--- src/rtl/issue_dispatch_unit_pkg.sv ---
// Shared definitions for the issue/dispatch stage: opcodes, register names,
// RS tag ranges, select encodings and the issue-port bundle.
package issue_dispatch_unit_pkg;

  localparam int NUM_REGS   = 32;
  localparam int NUM_ADD_RS = 3;
  localparam int NUM_MUL_RS = 2;
  localparam int NUM_RS     = NUM_ADD_RS + NUM_MUL_RS;
  localparam int DATA_W     = 32;
  localparam int TAG_W      = 3;
  localparam int REG_IDX_W  = 5;

  localparam logic [7:0] OP_ADD = 8'h01;
  localparam logic [7:0] OP_MUL = 8'h02;

  localparam logic [7:0] R0  = 8'd0,  R1  = 8'd1,  R2  = 8'd2,  R3  = 8'd3;
  localparam logic [7:0] R4  = 8'd4,  R5  = 8'd5,  R6  = 8'd6,  R7  = 8'd7;
  localparam logic [7:0] R8  = 8'd8,  R9  = 8'd9,  R10 = 8'd10, R11 = 8'd11;
  localparam logic [7:0] R12 = 8'd12, R13 = 8'd13, R14 = 8'd14, R15 = 8'd15;
  localparam logic [7:0] R16 = 8'd16, R17 = 8'd17, R18 = 8'd18, R19 = 8'd19;
  localparam logic [7:0] R20 = 8'd20, R21 = 8'd21, R22 = 8'd22, R23 = 8'd23;
  localparam logic [7:0] R24 = 8'd24, R25 = 8'd25, R26 = 8'd26, R27 = 8'd27;
  localparam logic [7:0] R28 = 8'd28, R29 = 8'd29, R30 = 8'd30, R31 = 8'd31;

  localparam logic [TAG_W-1:0] TAG_READY  = 3'd0;
  localparam logic [TAG_W-1:0] ADD_TAG_LO = 3'd1;
  localparam logic [TAG_W-1:0] ADD_TAG_HI = 3'd3;
  localparam logic [TAG_W-1:0] MUL_TAG_LO = 3'd4;
  localparam logic [TAG_W-1:0] MUL_TAG_HI = 3'd5;

  localparam logic [1:0] SEL_NONE  = 2'b00;
  localparam logic [1:0] SEL_SLOT0 = 2'b01;
  localparam logic [1:0] SEL_BOTH  = 2'b10;

  typedef enum logic [1:0] {
    CLS_NONE = 2'd0,
    CLS_ADD  = 2'd1,
    CLS_MUL  = 2'd2
  } rs_class_e;

  typedef struct packed {
    logic [DATA_W-1:0] v;
    logic [TAG_W-1:0]  q;
  } operand_t;

  typedef struct packed {
    logic              valid;
    logic [TAG_W-1:0]  tag;
    logic [7:0]        op;
    logic [DATA_W-1:0] vj;
    logic [DATA_W-1:0] vk;
    logic [TAG_W-1:0]  qj;
    logic [TAG_W-1:0]  qk;
  } issue_t;

  function automatic rs_class_e op_class(input logic [7:0] op);
    case (op)
      OP_ADD:  return CLS_ADD;
      OP_MUL:  return CLS_MUL;
      default: return CLS_NONE;
    endcase
  endfunction

endpackage

--- src/rtl/issue_dispatch_unit_rs_allocator.sv ---
// Finds the two lowest-index free reservation stations of one class.
// Indices are entry numbers (tag - 1).
module issue_dispatch_unit_rs_allocator
  import issue_dispatch_unit_pkg::*;
(
  input  logic [NUM_RS-1:0] busy,
  input  rs_class_e         rs_class,
  output logic [TAG_W-1:0]  first_idx,
  output logic [TAG_W-1:0]  second_idx,
  output logic              first_found,
  output logic              second_found
);

  logic cand_s;
  logic in_class_s;

  // Priority scan from the lowest entry of the class upward
  always_comb begin
    first_idx    = 3'd0;
    second_idx   = 3'd0;
    first_found  = 1'b0;
    second_found = 1'b0;
    cand_s       = 1'b0;
    in_class_s   = 1'b0;
    for (int i = 0; i < NUM_RS; i++) begin
      in_class_s   = ((rs_class == CLS_ADD) && (i < NUM_ADD_RS)) ||
                     ((rs_class == CLS_MUL) && (i >= NUM_ADD_RS));
      cand_s       = in_class_s && !busy[i];
      second_idx   = (cand_s && first_found && !second_found) ? TAG_W'(i) : second_idx;
      second_found = second_found || (cand_s && first_found);
      first_idx    = (cand_s && !first_found) ? TAG_W'(i) : first_idx;
      first_found  = first_found || cand_s;
    end
  end

endmodule

--- src/rtl/issue_dispatch_unit.sv ---
// Dual-slot in-order issue stage: allocates ADD/MUL reservation stations,
// renames operands through the RAT with CDB bypass, registers issue ports.
module issue_dispatch_unit
  import issue_dispatch_unit_pkg::*;
(
  input  logic                  clk,
  input  logic                  reset,
  input  logic                  inst1_valid,
  input  logic [7:0]            inst1_type,
  input  logic [7:0]            inst1_destination_reg,
  input  logic [7:0]            inst1_source_reg1,
  input  logic [7:0]            inst1_source_reg2,
  input  logic                  inst2_valid,
  input  logic [7:0]            inst2_type,
  input  logic [7:0]            inst2_destination_reg,
  input  logic [7:0]            inst2_source_reg1,
  input  logic [7:0]            inst2_source_reg2,
  output logic [1:0]            select_instruction,
  input  logic [NUM_RS-1:0]     rs_release,
  input  logic                  cdb_valid,
  input  logic [TAG_W-1:0]      cdb_tag,
  input  logic [DATA_W-1:0]     cdb_value,
  output logic                  issue0_valid,
  output logic [TAG_W-1:0]      issue0_tag,
  output logic [7:0]            issue0_op,
  output logic [DATA_W-1:0]     issue0_vj,
  output logic [DATA_W-1:0]     issue0_vk,
  output logic [TAG_W-1:0]      issue0_qj,
  output logic [TAG_W-1:0]      issue0_qk,
  output logic                  issue1_valid,
  output logic [TAG_W-1:0]      issue1_tag,
  output logic [7:0]            issue1_op,
  output logic [DATA_W-1:0]     issue1_vj,
  output logic [DATA_W-1:0]     issue1_vk,
  output logic [TAG_W-1:0]      issue1_qj,
  output logic [TAG_W-1:0]      issue1_qk
);

  logic [NUM_RS-1:0] busy_q, busy_d, alloc_vec;
  logic [TAG_W-1:0]  rat_q [NUM_REGS];
  logic [TAG_W-1:0]  rat_d [NUM_REGS];
  logic [DATA_W-1:0] regfile_q [NUM_REGS];
  logic [DATA_W-1:0] regfile_d [NUM_REGS];
  issue_t            issue0_q, issue0_d, issue1_q, issue1_d;

  rs_class_e         cls0, cls1;
  logic [TAG_W-1:0]  a0_first, a0_second, a1_first, a1_second;
  logic              a0_ff, a0_sf, a1_ff, a1_sf;
  logic              same_cls, ok1, take0, take1, alloc0, alloc1, cdb_hit;
  logic [TAG_W-1:0]  idx1, tag0, tag1;
  logic [REG_IDX_W-1:0] d0, d1;
  operand_t          op0j, op0k, op1j, op1k;
  logic              unused_bits;

  function automatic operand_t read_operand(
    input logic [TAG_W-1:0]  rat_tag,
    input logic [DATA_W-1:0] reg_val,
    input logic              cdb_v,
    input logic [TAG_W-1:0]  cdb_t,
    input logic [DATA_W-1:0] cdb_d
  );
    operand_t r;
    if (rat_tag == TAG_READY) begin
      r.v = reg_val;
      r.q = TAG_READY;
    end else if (cdb_v && (cdb_t == rat_tag)) begin
      r.v = cdb_d;
      r.q = TAG_READY;
    end else begin
      r.v = {DATA_W{1'b0}};
      r.q = rat_tag;
    end
    return r;
  endfunction

  assign cls0 = op_class(inst1_type);
  assign cls1 = op_class(inst2_type);
  assign d0   = inst1_destination_reg[REG_IDX_W-1:0];
  assign d1   = inst2_destination_reg[REG_IDX_W-1:0];

  issue_dispatch_unit_rs_allocator u_alloc0 (
    .busy(busy_q), .rs_class(cls0),
    .first_idx(a0_first), .second_idx(a0_second),
    .first_found(a0_ff), .second_found(a0_sf)
  );

  issue_dispatch_unit_rs_allocator u_alloc1 (
    .busy(busy_q), .rs_class(cls1),
    .first_idx(a1_first), .second_idx(a1_second),
    .first_found(a1_ff), .second_found(a1_sf)
  );

  // Slot acceptance, operand renaming and next issue-port contents
  always_comb begin
    same_cls = (cls1 == cls0);
    ok1      = same_cls ? a1_sf : a1_ff;
    idx1     = same_cls ? a1_second : a1_first;
    take0    = inst1_valid && ((cls0 == CLS_NONE) || a0_ff);
    alloc0   = take0 && (cls0 != CLS_NONE);
    take1    = take0 && inst2_valid && ((cls1 == CLS_NONE) || ok1);
    alloc1   = take1 && (cls1 != CLS_NONE);
    tag0     = a0_first + 3'd1;
    tag1     = idx1 + 3'd1;

    op0j = read_operand(rat_q[inst1_source_reg1[4:0]], regfile_q[inst1_source_reg1[4:0]],
                        cdb_valid, cdb_tag, cdb_value);
    op0k = read_operand(rat_q[inst1_source_reg2[4:0]], regfile_q[inst1_source_reg2[4:0]],
                        cdb_valid, cdb_tag, cdb_value);
    op1j = read_operand(rat_q[inst2_source_reg1[4:0]], regfile_q[inst2_source_reg1[4:0]],
                        cdb_valid, cdb_tag, cdb_value);
    op1k = read_operand(rat_q[inst2_source_reg2[4:0]], regfile_q[inst2_source_reg2[4:0]],
                        cdb_valid, cdb_tag, cdb_value);
    // Slot 1 depends on slot 0's fresh result, which no RAT/CDB path knows yet
    op1j = (alloc0 && (inst2_source_reg1[4:0] == d0)) ? {{DATA_W{1'b0}}, tag0} : op1j;
    op1k = (alloc0 && (inst2_source_reg2[4:0] == d0)) ? {{DATA_W{1'b0}}, tag0} : op1k;

    if (reset) begin
      select_instruction = SEL_NONE;
    end else if (take1) begin
      select_instruction = SEL_BOTH;
    end else if (take0) begin
      select_instruction = SEL_SLOT0;
    end else begin
      select_instruction = SEL_NONE;
    end

    issue0_d = {alloc0, tag0, inst1_type, op0j.v, op0k.v, op0j.q, op0k.q};
    issue1_d = {alloc1, tag1, inst2_type, op1j.v, op1k.v, op1j.q, op1k.q};
  end

  // Next busy vector, CDB writeback and RAT rename (slot 1 written last)
  always_comb begin
    alloc_vec = (NUM_RS'(alloc0) << a0_first) | (NUM_RS'(alloc1) << idx1);
    busy_d    = (busy_q & ~rs_release) | alloc_vec;
    cdb_hit   = 1'b0;
    for (int r = 0; r < NUM_REGS; r++) begin
      cdb_hit      = cdb_valid && (cdb_tag != TAG_READY) && (rat_q[r] == cdb_tag);
      rat_d[r]     = cdb_hit ? TAG_READY : rat_q[r];
      regfile_d[r] = cdb_hit ? cdb_value : regfile_q[r];
    end
    rat_d[d0] = alloc0 ? tag0 : rat_d[d0];
    rat_d[d1] = alloc1 ? tag1 : rat_d[d1];
  end

  // State and issue-port registers with synchronous reset
  always_ff @(posedge clk) begin
    if (reset) begin
      busy_q   <= {NUM_RS{1'b0}};
      issue0_q <= '0;
      issue1_q <= '0;
      for (int r = 0; r < NUM_REGS; r++) begin
        rat_q[r]     <= TAG_READY;
        regfile_q[r] <= DATA_W'(r);
      end
    end else begin
      busy_q    <= busy_d;
      issue0_q  <= issue0_d;
      issue1_q  <= issue1_d;
      rat_q     <= rat_d;
      regfile_q <= regfile_d;
    end
  end

  assign issue0_valid = issue0_q.valid;
  assign issue0_tag   = issue0_q.tag;
  assign issue0_op    = issue0_q.op;
  assign issue0_vj    = issue0_q.vj;
  assign issue0_vk    = issue0_q.vk;
  assign issue0_qj    = issue0_q.qj;
  assign issue0_qk    = issue0_q.qk;
  assign issue1_valid = issue1_q.valid;
  assign issue1_tag   = issue1_q.tag;
  assign issue1_op    = issue1_q.op;
  assign issue1_vj    = issue1_q.vj;
  assign issue1_vk    = issue1_q.vk;
  assign issue1_qj    = issue1_q.qj;
  assign issue1_qk    = issue1_q.qk;

  assign unused_bits = ^{inst1_destination_reg[7:5], inst1_source_reg1[7:5], inst1_source_reg2[7:5],
                         inst2_destination_reg[7:5], inst2_source_reg1[7:5], inst2_source_reg2[7:5],
                         a0_second, a0_sf};

endmodule

--- config.mk ---
export PLATFORM = sky130hd
export DESIGN_NAME = issue_dispatch_unit
export DESIGN_NICKNAME = d
export VERILOG_FILES = /design/src/rtl/issue_dispatch_unit_pkg.sv /design/src/rtl/issue_dispatch_unit_rs_allocator.sv /design/src/rtl/issue_dispatch_unit.sv
export SDC_FILE = /design/constraint.sdc
export NUM_CORES = 2
export LEC_CHECK = 0
export CAP_MARGIN = 20
export CORE_MARGIN = 5
export CORE_UTILIZATION = 50
export CTS_CLUSTER_DIAMETER = 80
export DETAILED_ROUTE_END_ITERATION = 7
export PLACE_DENSITY_LB_ADDON = 0.2
export SKIP_CTS_REPAIR_TIMING = 1
export SYNTH_ARGS = -nofsm -noshare
export SYNTH_HDL_FRONTEND = slang
export SYNTH_SLANG_ARGS = --single-unit
export TNS_END_PERCENT = 10
--- constraint.sdc ---
create_clock -name clk -period 4.65 [get_ports clk]
set_input_delay 0.93 -clock clk [delete_from_list [all_inputs] [get_ports clk]]
set_output_delay 0.93 -clock clk [all_outputs]
set_load 0.005 [all_outputs]
Yosys cells after proc, flatten, opt, wreduce, memory -nomap -nowiden
Cells that the tools add are included.
{ "word_totals": {"regBits": 1289, "latch_bits": 0, "mem_bits_rw": 0, "rom_bits": 0, "input_bits": 109, "out_inout_bits": 166, "elab_cells": 360, "n_memories": 0} }
{ "classes": {"n_addsub": 2, "mul": 0, "div_mod_pow": 0, "n_lt_le_gt_ge": 8, "eq_ne": 47, "shift": 2, "mux": 99, "n_bitwise": 10, "n_reduce_logical": 113} }
{ "ops": {"columns": ["op", "n"], "rows": [
  ["$bmux 32 s5", 4],
  ["$mux 35", 8],
  ["$mux 32", 8],
  ["$bwmux 96", 2],
  ["$mux 3", 60],
  ["$eq 3x3->1", 36],
  ["$bmux 3 s5", 6],
  ["$logic_and 1x1->1", 71],
  ["$ge 6x6->1 const B", 6],
  ["$not 5->6", 6],
  ["$demux 3 s5", 2],
  ["$eq 8x1->1 const B", 2],
  ["$eq 8x2->1 const B", 2],
  ["$logic_not 1->1", 16],
  ["$logic_or 1x1->1", 13],
  ["$logic_not 3->1", 4],
  ["$lt 6x1->1 const B", 2],
  ["$eq 5x5->1", 2],
  ["$or 5x5->5", 2],
  ["$shl 1x3->5", 2],
  ["$pmux 2 s2", 2],
  ["$add 3x1->3 const B", 2],
  ["$reduce_or 3->1", 2],
  ["$and 5x5->5", 1],
  ["10 further kinds", 20]
]} }

Logic depth before layout (Yosys ltp)
{ "logic_depth": {"depth_word": 18, "mapped_depth": 17, "ltp_nobuf": 12} }

Hierarchy
Synthesis repeated with hierarchy kept, for this count alone.
{ "hier_totals": {"hier_cells": 8471, "hier_area_um2": 85115.4} }
{ "by_module_without_submodules": {"columns": ["module", "instances", "cells_each", "area_each_um2", "seq_area_each_um2"], "rows": [
  ["issue_dispatch_unit", 1, 8439, 84812.6, 25804.7],
  ["issue_dispatch_unit_rs_allocator", 2, 16, 151.4, 0.0]
]} }

Least setup slack after synthesis
OpenSTA, ideal clock, no wires.
{ "synth_path": {"kind": "in2reg", "start": "input inst1_source_reg1[0]", "end": "register issue0_q (netlist bit issue0_vj[25])", "setup_time_ps": 128, "arrival_ps": 4260, "required_ps": 4522, "slack_ps": 262, "cell_stages": 11, "n_path_buf": 5, "cell_sequence": "buf_2 > clkbuf_1 > clkbuf_1 > buf_2 > buf_1 > mux4_2 > mux4_2 > mux2i_1 > nor2_1 > a31oi_1 > nor2_1"} }
{ "synth_between": {"elab_chain_len": 8} }
{ "synth_rtl": {"columns": ["element", "line_no", "text"], "rows": [
  ["from (decl)", "issue_dispatch_unit.sv:11", "input logic [7:0] inst1_source_reg1,"],
  ["$not 5->6 (not written as such) *", "issue_dispatch_unit.sv:105", "op0j = read_operand(rat_q[inst1_source_reg1[4:0]], regfile_q[inst1_source_reg1[4:0]],"],
  ["$bmux 3 s5", "issue_dispatch_unit.sv:105", null],
  ["$mux 3 (not written as such) (2 in a row)", "issue_dispatch_unit.sv:105", null],
  ["$eq 3x3->1", "issue_dispatch_unit.sv:66", "end else if (cdb_v && (cdb_t == rat_tag)) begin"],
  ["$logic_and 1x1->1", "issue_dispatch_unit.sv:66", null],
  ["$mux 35", "issue_dispatch_unit.sv:66", null],
  ["$mux 35 *", "issue_dispatch_unit.sv:63", "if (rat_tag == TAG_READY) begin"],
  ["to (signal assigned)", "issue_dispatch_unit.sv:157", "issue0_q <= issue0_d;"],
  ["to (decl)", "issue_dispatch_unit.sv:44", "issue_t issue0_q, issue0_d, issue1_q, issue1_d;"]
]} }
Mark *: on every way between the ends. The rest lies on a longest branch, timed or not. The select of a mux whose other input is x is not followed.
A chain may end at the register's enable or synchronous reset.

Worst setup path in the final report
{ "layout_path": {"start": "input cdb_valid", "end": "register rat_q[60] (netlist name)"} }
{ "layout_between": {"elab_chain_len": 13} }
{ "layout_rtl": {"columns": ["element", "line_no", "text"], "rows": [
  ["from (decl)", "issue_dispatch_unit.sv:20", "input logic cdb_valid,"],
  ["$logic_and 1x1->1 *", "issue_dispatch_unit.sv:137", "cdb_hit = cdb_valid && (cdb_tag != TAG_READY) && (rat_q[r] == cdb_tag);"],
  ["$logic_and 1x1->1", "issue_dispatch_unit.sv:137", null],
  ["$mux 3", "issue_dispatch_unit.sv:138", "rat_d[r] = cdb_hit ? TAG_READY : rat_q[r];"],
  ["$bmux 3 s5", "issue_dispatch_unit.sv:141", "rat_d[d0] = alloc0 ? tag0 : rat_d[d0];"],
  ["$mux 3 (not written as such) (2 in a row)", "issue_dispatch_unit.sv:141", null],
  ["$mux 3", "issue_dispatch_unit.sv:141", null],
  ["$bwmux 96 *", "issue_dispatch_unit.sv:141", null],
  ["$bmux 3 s5", "issue_dispatch_unit.sv:142", "rat_d[d1] = alloc1 ? tag1 : rat_d[d1];"],
  ["$mux 3 (not written as such) (2 in a row)", "issue_dispatch_unit.sv:142", null],
  ["$mux 3", "issue_dispatch_unit.sv:142", null],
  ["$bwmux 96 *", "issue_dispatch_unit.sv:142", null],
  ["to (signal assigned)", "issue_dispatch_unit.sv:159", "rat_q <= rat_d;"],
  ["to (decl)", "issue_dispatch_unit.sv:40", "logic [TAG_W-1:0] rat_q [NUM_REGS];"]
]} }
Marks and branches as above.

==> results.txt <==
----------------------------------------------------
[Run status]
  Status ... complete, but fails checks
  Violations in the final reports ... design-rule violations, max-slew violations, negative setup slack

[Setup path]
  Critical Setup Path Class ... in -> reg
  Capturing element type of the critical path ... flop
  Most frequent cell on the critical path ... buf_4
  Critical path origin ... cdb_valid
  Required time worst endpoint ... 5.31 ns
  FF-to-FF Start ... rat_q[64]$_SDFF_PP0_
  Arrival time worst endpoint ... 5.32 ns
  Setup crit start kind ... input pin
  CP max stage cell ... clkdlybuf4s50_1
  Cells along the critical path ... clkdlybuf4s50_1, buf_12, o31ai_4, buf_4, o41ai_1, a21boi_0, a211o_1, nor4_2, buf_4, nand2_1, a2111oi_2, buf_4, o211ai_1, o31ai_4, buf_12, a211oi_1
  Max stage delay on crit path ... 0.51 ns
  Depth of the most critical reg-to-reg path ... 13
  Maximum fanout along the worst path ... 23

[Drt]
  Routed length per placed instance ... 35.90 µm
  Detail-routed via count per cell ... 7.366
  Vias after detailed routing ... 81690
  Detailed-route DRC error count ... 3
  1st-pass router iterations ... 8
  Count of nets left with antenna violations after detail routing ... 0
  Iteration-0 DRC Markers ... 14180
  Drt total wl ... 398100 µm

[Synthesis]
  Number of distinct library cell variants in the gate-level netlist after synthesis ... 81
  Synthesized instance count ... 8554
  Syn nets ... 8664
  Post-Syn Area per Cell ... 9.974 µm²
  Register area share after synthesis ... 30.24%
  Most frequent cell after synthesis ... nand2_1
  Area share of the largest cell type after synthesis ... 37.01%
  Leading post-synthesis cells by cell area ... mux4_2 37%, dfxtp_1 30%, nand2_1 9.7%, a21oi_1 5.8%, clkbuf_1 3.4%
  Cell type contributing the most total cell area after synthesis ... mux4_2
  Cell area after synthesis ... 85320 µm²
  Predominant post-synthesis flop cell ... dfxtp_1
  Yosys warns ... 0
  Most common library cells after synthesis ... 2209 x nand2_1, 1402 x mux4_2, 1289 x dfxtp_1
  Proportion of synthesized flip-flops having asynchronous set or reset ... 0%
  Register bit count reported by yosys ... 1289
  Count of flip-flops with a built-in enable after synthesis ... 0

[STA]
  Worst setup skew after layout ... 0.05979 ns
  Final period util ... 100.2%
  Final number of hold-violating endpoints ... 0
  Crit path time final ... 4.658 ns
  Relative slew slack ... -4.415%
  RSZ-0062 raised after global routing ... false
  Fmax ... 214.7 MHz
  Post-route setup slack ... -0.007551 ns
  Final TNS setup ... -0.01721 ns
  Worst-Margin Slew ... 1.566 ns
  Max-slew violations ... 79
  Final setup violation count ... 3

[Global route]
  Global-route wire length before repair ... 560200 µm
  Grt total ovfl ... 0
  Via count of the first global-routing pass ... 76980
  Antenna violations before repair ... 15
  Total global-route track usage ... 43.19%
  Largest net degree at the start of global routing ... 232

[Cells and area]
  Share of the core filled with cells ... 58.31%
  Synthesis-to-layout area growth ... 15.83%
  Count of nets after finishing ... 8838
  Number of fill cells in the layout ... 14250
  Share of cells above drive strength 1 ... 28.21%
  Final design instance area without fill ... 98820 µm²
  Seq. cell area ... 25800 µm²
  Multi-input gate area ... 56000 µm²

[Clock network]
  Clock sink count ... 1289
  H-tree lvl count ... 4
  Insertion delay to the later sink of the worst-skew pair ... 0.86 ns
  TritonCTS clock tree ... built
  Number of buffers on the longest clock path ... 3
  CTS root buf ... clkbuf_16
  Clock transition at path regs ... 0.06 ns
  Number of buffers created by CTS ... 151

[Place]
  Post-Place Worst Slack ... -0.8959 ns
  Post-placement cell area ... 93420 µm²
  Final weighted congestion in routability-driven placement ... 1.100
  Detailed placer's ending HPWL ... 237600 µm
  # port buffers ... 256

[Floorplanning]
  Initial Util ... 50.34%
  Area of the core ... 169500 µm²
  Chip Width ... 423.1 µm
  Die boundary height ... 423.1 µm
  # IOs ... 275
  Floorplan row count ... 151
  Die area ... 179000 µm²

[Min path]
  Worst hold stages ... 2
  Hold Startpoint ... regfile_q[436]$_SDFFE_PP0P_
  Kind of path behind the tightest hold check ... reg -> reg

[Power and ir drop]
  Overall power after layout ... 28.97 mW
  Power per cell area ... 293.1 nW/µm²
  Worst supply voltage drop on vdd ... 0.4256 mV
  Leakage ... 33.41 nW

[Run]
  Maximum capacitance violations ... 0

----------------------------------------------------
==> metal layers <==
layer | GRT usage [%] | up-vias | share of wire [%] | routed length (µm)
li1 | - | 32310 | - | -
met2 | 61.71 | 7565 | 43 | 169800
met1 | 52.80 | 39860 | 33 | 130000
met4 | 32.19 | 16 | 8.8 | 35070
met3 | 16.91 | 1943 | 16 | 62760
met5 | 0.7527 | - | 0.12 | 496
==> cell usage in the layout, fill, tap and decap left out, types with 31 or more instances in the layout <==
cell type / n
a211oi_1: 46
a21oi_1: 996
a221oi_1: 35
a31oi_1: 175
buf_12: 57
buf_4: 683
clkbuf_16: 151
clkbuf_8: 31
clkdlybuf4s50_1: 229
dfxtp_1: 1289
mux2i_1: 146
mux4_2: 1402
nand2_1: 2209
nand3_1: 100
nand3b_1: 84
nand4_1: 51
nor2_1: 414
nor2b_1: 37
o21ai_0: 56
or3_1: 32
xnor2_1: 71
xor2_1: 53
==> cells by family (layout without fill, tap and decap cells) <==
| family | count (synthesis) | count (layout) | synth area share [%] |
|---|---|---|---|
| AOI/OAI and AO/OA | 1503 | 1503 | 10.11 |
| and+or+nand+nor | 3100 | 3100 | 15.14 |
| xor gates and xnor gates | 124 | 124 | 1.273 |
| DFF | 1289 | 1289 | 30.24 |
| other | 0 | 25 | 0 |
| buffers and inverters | 989 | 1282 | 4.492 |
| adders and majority gates | 1 | 1 | 0.01466 |
| muxes | 1548 | 1548 | 38.72 |
==> final timing paths <==
kind | to | slack (ns)
setup / recovery | rat_q[60]$_SDFF_PP0_ | -0.008
hold / removal | regfile_q[436]$_SDFFE_PP0P_ | 0.49
setup reg to reg | rat_q[71]$_SDFF_PP0_ | 0.44
hold reg to reg | regfile_q[436]$_SDFFE_PP0P_ | 0.49
==> where the power goes <==
group          internal [mW]  switching [mW]
logic                   1.78            2.86
registers               11.3           0.281
clock network           7.26            5.48
==> stage by stage <==
stage	hold WS [ns]	instances
finish	0.4892	11090
global route	0.5109	11070
CTS	0.4886	11060
detailed placement	0.4801	10790
global placement	0.4694	10790
floorplan	0.4625	8554
==> cell type report <==
| cell class | instances | share of cell area (%) |
|---|---|---|
| multi-input cells | 6276 | 56.66 |
| well taps | 2218 | 2.808 |
| repair buffers | 990 | 8.922 |
| clock buffers | 208 | 4.354 |
| diodes | 25 | 0.06330 |
| flip-flops and latches | 1289 | 26.11 |
| inverters | 20 | 0.07597 |
| clock inverters | 64 | 1.000 |
==> worst max-delay path: cells and delay by family <==
family	cells	cell delay, ns
AO/OA/AOI/OAI	8	2.16
AND/OR/NAND/NOR	2	0.60
buffers and inverters	6	1.58
==> registers in the layout, indices dropped and copies added (netlist names) <==
register      count
regfile_q      1024
rat_q            96
issue0_vj        32
issue0_vk        32
issue1_vj        32
issue1_vk        32
issue0_op         8
issue1_op         8
busy_q            5
issue0_qj         3
issue0_qk         3
issue0_tag        3
issue1_qj         3
issue1_qk         3
issue1_tag        3
issue0_valid      1
issue1_valid      1
Note: power is estimated with default switching activity, not from simulation.
